File: src/rtl/regfile_scoreboard_pkg.sv
// Shared constants for the register file, decode and hazard units.
package regfile_scoreboard_pkg;

  parameter int unsigned DEF_DW     = 32;
  parameter int unsigned DEF_DEPTH  = 32;
  parameter int unsigned DEF_NUM_RD = 2;
  parameter int unsigned DEF_NUM_WR = 2;

  // Architectural zero register; reads as 0, never written, never pending.
  parameter int unsigned REG_ZERO = 0;

endpackage

File: src/rtl/regfile_scoreboard_if.sv
// Read/write/issue bus between the ID-stage logic and the register file.
interface regfile_scoreboard_if #(
  parameter int unsigned DW     = regfile_scoreboard_pkg::DEF_DW,
  parameter int unsigned DEPTH  = regfile_scoreboard_pkg::DEF_DEPTH,
  parameter int unsigned NUM_RD = regfile_scoreboard_pkg::DEF_NUM_RD,
  parameter int unsigned NUM_WR = regfile_scoreboard_pkg::DEF_NUM_WR,
  parameter int unsigned AW     = $clog2(DEPTH),
  parameter int unsigned CW     = $clog2(DEPTH + 1)
) ();

  logic [NUM_RD*AW-1:0] rd_addr;
  logic [NUM_RD*DW-1:0] rd_data;
  logic [NUM_RD-1:0]    rd_busy;
  logic [NUM_WR-1:0]    wr_en;
  logic [NUM_WR*AW-1:0] wr_addr;
  logic [NUM_WR*DW-1:0] wr_data;
  logic                 issue_en;
  logic [AW-1:0]        issue_addr;
  logic                 flush;
  logic [CW-1:0]        pending_cnt;

  modport master (
    output rd_addr, wr_en, wr_addr, wr_data, issue_en, issue_addr, flush,
    input  rd_data, rd_busy, pending_cnt
  );

  modport slave (
    input  rd_addr, wr_en, wr_addr, wr_data, issue_en, issue_addr, flush,
    output rd_data, rd_busy, pending_cnt
  );

endinterface

File: src/rtl/regfile_read_port.sv
// One combinational read port: zero register, write-through forwarding, then storage.
module regfile_read_port
  import regfile_scoreboard_pkg::*;
#(
  parameter int unsigned DW     = DEF_DW,
  parameter int unsigned AW     = 5,
  parameter int unsigned NUM_WR = DEF_NUM_WR
) (
  input  logic [AW-1:0]        addr,
  input  logic [DW-1:0]        row,
  input  logic                 pending,
  input  logic [NUM_WR-1:0]    wr_en,
  input  logic [NUM_WR*AW-1:0] wr_addr,
  input  logic [NUM_WR*DW-1:0] wr_data,
  output logic [DW-1:0]        data,
  output logic                 busy
);

  logic          hit;
  logic [DW-1:0] fwd;

  // Ascending scan so the highest matching write port wins.
  always_comb begin
    hit = 1'b0;
    fwd = '0;
    for (int i = 0; i < NUM_WR; i++) begin
      if (wr_en[i] && (wr_addr[i*AW +: AW] == addr)) begin
        hit = 1'b1;
        fwd = wr_data[i*DW +: DW];
      end
    end
  end

  always_comb begin
    data = row;
    busy = pending;
    if (addr == AW'(REG_ZERO)) begin
      data = '0;
      busy = 1'b0;
    end else if (hit) begin
      data = fwd;
      busy = 1'b0;
    end
  end

endmodule

File: src/rtl/regfile_scoreboard.sv
// Multi-port register file with write-through forwarding and per-register pending bits.
module regfile_scoreboard
  import regfile_scoreboard_pkg::*;
#(
  parameter int unsigned DW     = DEF_DW,
  parameter int unsigned DEPTH  = DEF_DEPTH,
  parameter int unsigned NUM_RD = DEF_NUM_RD,
  parameter int unsigned NUM_WR = DEF_NUM_WR,
  parameter int unsigned AW     = $clog2(DEPTH),
  parameter int unsigned CW     = $clog2(DEPTH + 1)
) (
  input logic                 clk,
  input logic                 rst,
  regfile_scoreboard_if.slave bus
);

  logic [DW-1:0]    mem_q [DEPTH];
  logic [DEPTH-1:0] pending_q;
  logic [DEPTH-1:0] pending_d;
  logic [NUM_WR-1:0] wr_en_eff;
  logic [CW-1:0]    cnt;

  logic [NUM_RD-1:0][DW-1:0] rd_data_w;
  logic [NUM_RD-1:0]         rd_busy_w;

  // Forwarding must not leak write data onto the read ports while reset is held.
  assign wr_en_eff = bus.wr_en & {NUM_WR{~rst}};

  always_ff @(posedge clk or posedge rst) begin
    if (rst) begin
      for (int j = 0; j < DEPTH; j++) begin
        mem_q[j] <= '0;
      end
    end else begin
      for (int i = 0; i < NUM_WR; i++) begin
        if (bus.wr_en[i] && (bus.wr_addr[i*AW +: AW] != AW'(REG_ZERO))) begin
          mem_q[bus.wr_addr[i*AW +: AW]] <= bus.wr_data[i*DW +: DW];
        end
      end
    end
  end

  // Writeback clears first, then issue sets, so a new producer supersedes the completing one.
  always_comb begin
    pending_d = pending_q;
    for (int i = 0; i < NUM_WR; i++) begin
      if (bus.wr_en[i]) begin
        pending_d[bus.wr_addr[i*AW +: AW]] = 1'b0;
      end
    end
    if (bus.flush) begin
      pending_d = '0;
    end else if (bus.issue_en) begin
      pending_d[bus.issue_addr] = 1'b1;
    end
    pending_d[REG_ZERO] = 1'b0;
  end

  always_ff @(posedge clk or posedge rst) begin
    if (rst) begin
      pending_q <= '0;
    end else begin
      pending_q <= pending_d;
    end
  end

  always_comb begin
    cnt = '0;
    for (int j = 0; j < DEPTH; j++) begin
      cnt = cnt + CW'(pending_q[j]);
    end
  end

  for (genvar k = 0; k < NUM_RD; k++) begin : g_rd
    logic [AW-1:0] addr_k;
    logic [DW-1:0] row_k;

    assign addr_k = bus.rd_addr[k*AW +: AW];
    assign row_k  = mem_q[addr_k];

    regfile_read_port #(
      .DW     (DW),
      .AW     (AW),
      .NUM_WR (NUM_WR)
    ) u_rd_port (
      .addr    (addr_k),
      .row     (row_k),
      .pending (pending_q[addr_k]),
      .wr_en   (wr_en_eff),
      .wr_addr (bus.wr_addr),
      .wr_data (bus.wr_data),
      .data    (rd_data_w[k]),
      .busy    (rd_busy_w[k])
    );
  end

  assign bus.rd_data     = rd_data_w;
  assign bus.rd_busy     = rd_busy_w;
  assign bus.pending_cnt = cnt;

endmodule
File: src/flat_wrapper.sv
// flat-port wrapper written by rule: the top's interface ports become plain ports
module regfile_scoreboard_flat import regfile_scoreboard_pkg::*;
#(
  parameter int unsigned DW     = DEF_DW,
  parameter int unsigned DEPTH  = DEF_DEPTH,
  parameter int unsigned NUM_RD = DEF_NUM_RD,
  parameter int unsigned NUM_WR = DEF_NUM_WR,
  parameter int unsigned AW     = $clog2(DEPTH),
  parameter int unsigned CW     = $clog2(DEPTH + 1)
)
  (clk, rst, bus_rd_addr, bus_wr_en, bus_wr_addr, bus_wr_data, bus_issue_en, bus_issue_addr, bus_flush, bus_rd_data, bus_rd_busy, bus_pending_cnt);
  regfile_scoreboard_if #(.DW(DW), .DEPTH(DEPTH), .NUM_RD(NUM_RD), .NUM_WR(NUM_WR), .AW(AW), .CW(CW)) bus_i ();
  input logic clk;
  input logic rst;
  input wire logic [$bits(bus_i.rd_addr)-1:0] bus_rd_addr;
  input wire logic [$bits(bus_i.wr_en)-1:0] bus_wr_en;
  input wire logic [$bits(bus_i.wr_addr)-1:0] bus_wr_addr;
  input wire logic [$bits(bus_i.wr_data)-1:0] bus_wr_data;
  input wire logic [$bits(bus_i.issue_en)-1:0] bus_issue_en;
  input wire logic [$bits(bus_i.issue_addr)-1:0] bus_issue_addr;
  input wire logic [$bits(bus_i.flush)-1:0] bus_flush;
  output wire logic [$bits(bus_i.rd_data)-1:0] bus_rd_data;
  output wire logic [$bits(bus_i.rd_busy)-1:0] bus_rd_busy;
  output wire logic [$bits(bus_i.pending_cnt)-1:0] bus_pending_cnt;
  assign bus_i.rd_addr = bus_rd_addr;
  assign bus_i.wr_en = bus_wr_en;
  assign bus_i.wr_addr = bus_wr_addr;
  assign bus_i.wr_data = bus_wr_data;
  assign bus_i.issue_en = bus_issue_en;
  assign bus_i.issue_addr = bus_issue_addr;
  assign bus_i.flush = bus_flush;
  assign bus_rd_data = bus_i.rd_data;
  assign bus_rd_busy = bus_i.rd_busy;
  assign bus_pending_cnt = bus_i.pending_cnt;
  regfile_scoreboard #(.DW(DW), .DEPTH(DEPTH), .NUM_RD(NUM_RD), .NUM_WR(NUM_WR), .AW(AW), .CW(CW)) u_core (.clk(clk), .rst(rst), .bus(bus_i));
endmodule
File: config.mk
export PLATFORM = sky130hd
export DESIGN_NAME = regfile_scoreboard_flat
export DESIGN_NICKNAME = d
export VERILOG_FILES = /design/src/rtl/regfile_scoreboard_pkg.sv /design/src/rtl/regfile_scoreboard_if.sv /design/src/rtl/regfile_read_port.sv /design/src/rtl/regfile_scoreboard.sv /design/src/flat_wrapper.sv
export SDC_FILE = /design/constraint.sdc
export NUM_CORES = 2
export LEC_CHECK = 0
export ABC_CLOCK_PERIOD_IN_PS = 35000
export CAP_MARGIN = 30
export CORE_MARGIN = 1
export CORE_UTILIZATION = 45
export DETAILED_ROUTE_END_ITERATION = 6
export HOLD_SLACK_MARGIN = 0.06
export PLACE_DENSITY = 0.64
export SLEW_MARGIN = 20
export SYNTH_ARGS = -nofsm -noshare
export SYNTH_HDL_FRONTEND = slang
export SYNTH_SLANG_ARGS = --single-unit
export TNS_END_PERCENT = 100
File: constraint.sdc
create_clock -name clk -period 35 [get_ports clk]
set_clock_uncertainty 0.05 [all_clocks]
set_input_delay 5.25 -clock clk [delete_from_list [all_inputs] [get_ports clk]]
set_output_delay 5.25 -clock clk [all_outputs]
set_load 0.02 [all_outputs]
Word-level counts from Yosys, hierarchy flattened
Cells that the tools add are included.
W data, S select, Z words.

word-level totals
  bits in registers = 1055
  bits in latches = 0
  RAM bits = 0
  ROM bits = 0
  input port bits = 95
  output and inout bits = 72
  logic and storage cells = 151
  memories kept = 0

operators by class
  add/sub/neg operators = 30
  multipliers = 0
  div/mod/pow operators = 0
  $lt $le $gt $ge = 14
  equality and inequality tests = 4
  shifts and indexed selects = 0
  multiplexer cells = 44
  bitwise logic cells = 11
  reductions and logical operators = 15

operator list
  operator              number
  $bwmux W1024          2
  $mux W1024            2
  $mux W32              18
  $bmux W32 S5          2
  $demux W32 S5         2
  $add A6 B1 Y6         29
  $and A32 B32 Y32      2
  $not A32 Y32          2
  $or A32 B32 Y32       1
  $lt A5 B6 Y1 const B  5
  $ge A6 B6 Y1 const B  4
  $not A5 Y6            4
  $eq A5 B5 Y1          4
  $demux W1 S5          3
  $ge A5 B1 Y1 const B  3
  $mux W1               13
  $lt A6 B1 Y1 const B  2
  $logic_and A1 B1 Y1   11
  $bmux W1 S5           2
  $logic_not A5 Y1      2
  $reduce_bool A5 Y1    2
  $add A1 B1 Y2         1
  $and A2 B2 Y2         1
  $not A1 Y1            1

Longest topological paths before layout
  word-level depth = 30
  gate-level depth with buffers = 17
  mapped depth without buffers = 17

Modules after synthesis
From an unflattened synthesis, not the netlist that was laid out.

unflattened totals
  cell total of the unflattened synthesis = 6358
  area, all modules = 67395.9 um^2

by module, submodules not included
  module              instances  cells each  area each (um^2)  sequential area each (um^2)
  regfile_scoreboard  1          5998        64798.4           26400.3
  regfile_read_port   2          180         1298.7            0.0

Worst setup path before layout
No wires, ideal clock.

  path type = input -> output
  start = input port bus_rd_addr[1]
  end = output port bus_rd_busy[0]
  arrival time = 7.278 ns
  required time = 29.700 ns
  slack = 22.422 ns
  stages on the path = 10
  path buffers = 6
  cell sequence = buf_2 buf_2 buf_4 buf_4 buf_2 mux4_2 mux4_2 mux2i_1 nor2_1 buf_4

on the way
  cells in the longest elaborated chain, start to end = 6
  elaborated cells between the ends (all ways) = 11
  those cells by class = eq/ne: 2; mux: 6; reduce/logical: 3

ends and longest elaborated chain
  what                                                 RTL line                 text
  start, declared                                      flat_wrapper.sv:15       input wire logic [$bits(bus_i.rd_addr)-1:0] bus_rd_addr;
  branches (longest 5 deep; another with $bmux W1 S5)  n/a
  $mux W1 (*)                                          regfile_read_port.sv:37  if (addr == AW'(REG_ZERO)) begin
  end, declared                                        flat_wrapper.sv:23       output wire logic [$bits(bus_i.rd_busy)-1:0] bus_rd_busy;

Every way passes the cells marked *. The select of a mux whose other input is x is not followed.

Final worst setup path
  start = input port bus_rd_addr[4]
  end = output port bus_rd_data[1]

on the way
  cells in the longest elaborated chain, start to end = 6
  elaborated cells between the ends (all ways) = 15
  those cells by class = eq/ne: 2; mux: 9; bitwise: 1; reduce/logical: 3

ends and longest elaborated chain
  what                                                                     RTL line                                           text
  $not A5 Y6 (implied by the code) / $eq A5 B5 Y1 (equally long branches)  regfile_scoreboard.sv:79, regfile_read_port.sv:27
  $bmux W32 S5 / $logic_and A1 B1 Y1 (equally long branches)               regfile_scoreboard.sv:79, regfile_read_port.sv:27
  $mux W32 (implied by the code) (tied with other cells) (2 in a row)      regfile_scoreboard.sv:79                           assign row_k = mem_q[addr_k];
  $mux W32                                                                 regfile_read_port.sv:40                            end else if (hit) begin
  $mux W32 (*)                                                             regfile_read_port.sv:37
  end, declared                                                            flat_wrapper.sv:22                                 output wire logic [$bits(bus_i.rd_data)-1:0] bus_rd_data;

Every way passes the cells marked *; elsewhere a longest branch is shown, timed or not. The select of a mux whose other input is x is not followed.

==> key figures <==
Setup path
  • Worst setup SP type: primary input
  • Crit path capture type: output pin
  • Critical R2R Launch: u_core.pending_q[20]
  • Crit Path Category: primary input to output pin
  • R2R Setup Slk: 33960 ps
  • Critical Path RT: 29700 ps
  • Data arrival, critical path: 9850 ps
  • Worst R2R End: u_core.pending_q[20]
  • Critical Path Fanout Max: 21
  • Worst r2r path cells: 4

Synthesis
  • Post-synth EDFFs: 0
  • Async SR Flop Fraction: 1.00
  • Synth Flop Type: dfrtp_1
  • Post-synthesis cell type count: 54
  • Post-synthesis mux area share: 0.260
  • Synthesized area per cell: 10.1 um^2
  • Adder-Cell Fraction of Synth Area: 0.00871
  • Complex-gate fraction of the synthesized area: 0.177
  • Yosys warning count: 0
  • Largest family of logic cells by synthesized area: multiplexers
  • Register area share after synthesis: 0.401
  • Synthesized instance count: 6514
  • Simple-gate area share of the yosys netlist: 0.0943
  • Syn Nets: 6641
  • Mapped Area: 65800 um^2
  • XOR/XNOR Fraction of Synth Area: 0.00306
  • Synthesized flop and latch total: 1055

Clocking
  • Setup bufs post-CTS: 0
  • Worst skew pair latency: 780 ps
  • CTS root buffer: clkbuf_16
  • Cts repair resizes: 0
  • H-tree depth: 3
  • TritonCTS clock tree: built
  • Max Buffers Root-to-Sink: 3
  • CTS Hold Bufs: 0
  • CTS clk-pin slew, worst paths: 60 ps
  • Clock sinks: 1055
  • Cts bufs inserted: 115

Timing
  • Slew Limit Fails: 0
  • RSZ-0062 raised after global routing: false
  • Worst Tran Pin Value: 1240 ps
  • Minimum clock period: 15150 ps
  • Final worst path period share: 0.433
  • Final setup fails: 0
  • Max Freq: 66.0 MHz
  • Slew Limit Headroom: 0.167
  • Post-route setup TNS: 0 ps
  • Final Hold Vio Count: 0

Die
  • Initial Util: 0.456
  • Cell row count: 139
  • Top Ports: 167
  • Die Wd: 384 um
  • Die Height: 384 um
  • Core Area: 144000 um^2
  • Die area: 148000 um^2

Cells and area
  • Fill cells: 12700
  • Area occupied by multi-input gates: 36400 um^2
  • NumNets Final: 6310
  • Reg area: 26400 um^2
  • Finished Core Util: 0.508
  • Finished Cell Area: 73300 um^2
  • Share of cells above drive strength 1: 0.165
  • P&R area growth vs syn: 11.3%

Detailed routing
  • Routed Antenna Nets: 0
  • DRT Wirelength: 309 mm
  • Iter 0 DRT Violations: 11300
  • Via count: 61000
  • Post-DR wirelength/cell: 37.7 um
  • Pre-antenna DRT Iters: 7
  • Residual DRC: 14
  • Vias/cell: 7.44

Hold path
  • Worst Hold End: u_core.mem_q[1001]
  • Hold WC Path Type: flop to flop
  • Hold Crit Depth: 0
  • Hold_sp: u_core.mem_q[1001]

Global routing
  • First-pass GRT wire length: 431 mm
  • Largest net degree at the start of global routing: 129
  • GRT Residual Overflow: 0
  • Initial antenna violation count: 27
  • Gr usage total: 0.412
  • Number of global-route vias before repair: 56900

Job
  • Max cap viols: 0

Run status
  • Status: complete, but fails checks
  • Failing checks: DRC

Placement
  • DP Area: 69000 um^2
  • Port Buf Inserts: 166
  • Routability Congestion: 0.938
  • Hpwl dp: 172 mm

Power and ir drop
  • Leak pwr: 32.0 nW
  • VDD IR max: 0.0000486 V
  • Pwr per Cell Area: 56.3 nW/um^2
  • Total power: 4.13 mW
==> worst max path at each step <==
stage	start	endpoint	cells past startpoint
global route	bus_rd_addr[1]	bus_rd_data[29]	9
CTS	bus_rd_addr[6]	bus_rd_data[50]	10
global placement	bus_rd_addr[6]	bus_rd_data[60]	9
floorplan	rst	u_core.mem_q[0]	1
detailed placement	bus_rd_addr[6]	bus_rd_data[50]	10
finish	bus_rd_addr[4]	bus_rd_data[1]	8
==> state kept, by name, indices dropped and copies added (netlist names) <==
signal and cells:
u_core.mem_q 1024, u_core.pending_q 31
==> per-stage QoR <==
stage,hold WS [ps],setup slack [ps],instances
final,345,19850,8200
after global routing,357,19850,8176
after CTS,347,20020,8167
after detailed placement,333,20040,7961
after global placement,327,20020,7941
after floorplan,391,4.58,6514
==> cells in the final DEF, fill, tap and decap left out, types with 20 or more instances in the layout <==
cell type	netlist	layout
nor2_1	383	333
fa_1	23	23
or4_1	31	31
diode_2	0	25
o221ai_1	32	32
nor2_4	0	38
a21oi_1	259	259
buf_4	17	206
nand3b_1	24	24
clkdlybuf4s50_1	0	158
clkbuf_8	0	29
and2_1	29	28
mux2i_1	638	638
o21ai_0	761	761
o22ai_1	154	154
clkbuf_16	0	116
nand3_1	72	66
dfrtp_1	1055	1055
a221oi_1	42	42
inv_1	52	51
a221o_1	31	31
a22oi_1	555	555
nand2_1	874	838
clkbuf_1	627	20
nand2_2	0	20
mux4_2	475	475
==> worst max-delay path: stages <==
cell and delay, ps:
clkdlybuf4s50_1 900, nand3b_1 1010, buf_4 760, o22ai_1 180, or4_1 660, nor2_1 150, a221o_1 250, clkdlybuf4s50_1 660
==> layer usage <==
| metal | GRT usage | up-vias | wire, um |
|---|---|---|---|
| met2 | 0.542 | 6094 | 121000 |
| li1 | - | 23500 | - |
| met3 | 0.208 | 1613 | 53900 |
| met1 | 0.515 | 29800 | 107000 |
| met5 | 0.0107 | - | 132 |
| met4 | 0.295 | 18 | 27000 |
==> cell families (layout without fill, tap and decap cells) <==
group,after synthesis,count (layout)
and+or+nand+nor,1494,1494
DFF,1055,1055
muxes,1115,1115
AOI/OAI and AO/OA,1893,1893
xor gates and xnor gates,23,23
adders and majority gates,32,32
buffers and inverters,902,660
other,0,25
==> layout make-up <==
type,instances,share of cell area
Antenna cell,25,0.000854
Clock buffer,165,0.0461
Clock inverter,41,0.00806
Inverter,53,0.00282
Multi-Input combinational cell,4557,0.496
Sequential cell,1055,0.360
Tap cell,1903,0.0325
Timing Repair Buffer,401,0.0532
==> cells in the mapped netlist, types with 11 or more instances <==
master,count,area (um^2)
nor2b_1,12,75.1
xor2_1,16,140
o21ai_1,11,55.1
a211oi_1,18,135
nor2_1,383,1440
buf_1,71,267
a221oi_1,42,368
buf_4,17,128
dfrtp_1,1055,26400
buf_2,125,626
o22ai_1,154,963
a221o_1,31,310
o21ai_0,761,3810
or4_1,31,233
a22oi_1,555,4170
nand3_1,72,360
inv_1,52,195
clkbuf_1,627,2350
nor3_1,17,85.1
mux2i_1,638,6390
and2_1,29,181
nand2_1,874,3280
mux4_2,475,10700
a21oi_1,259,1300
a32oi_1,16,140
o221ai_1,32,280
nand3b_1,24,180
fa_1,23,460
==> where the power goes <==
group	total [mW]	leakage (nW)	internal (mW)	switching (mW)
clock network	1.32	1.95	0.762	0.560
logic	1.04	16.8	0.531	0.512
registers	1.76	13.3	1.51	0.250
total	4.13	32.0	2.80	1.32
Power figures use the tool's default switching activity.
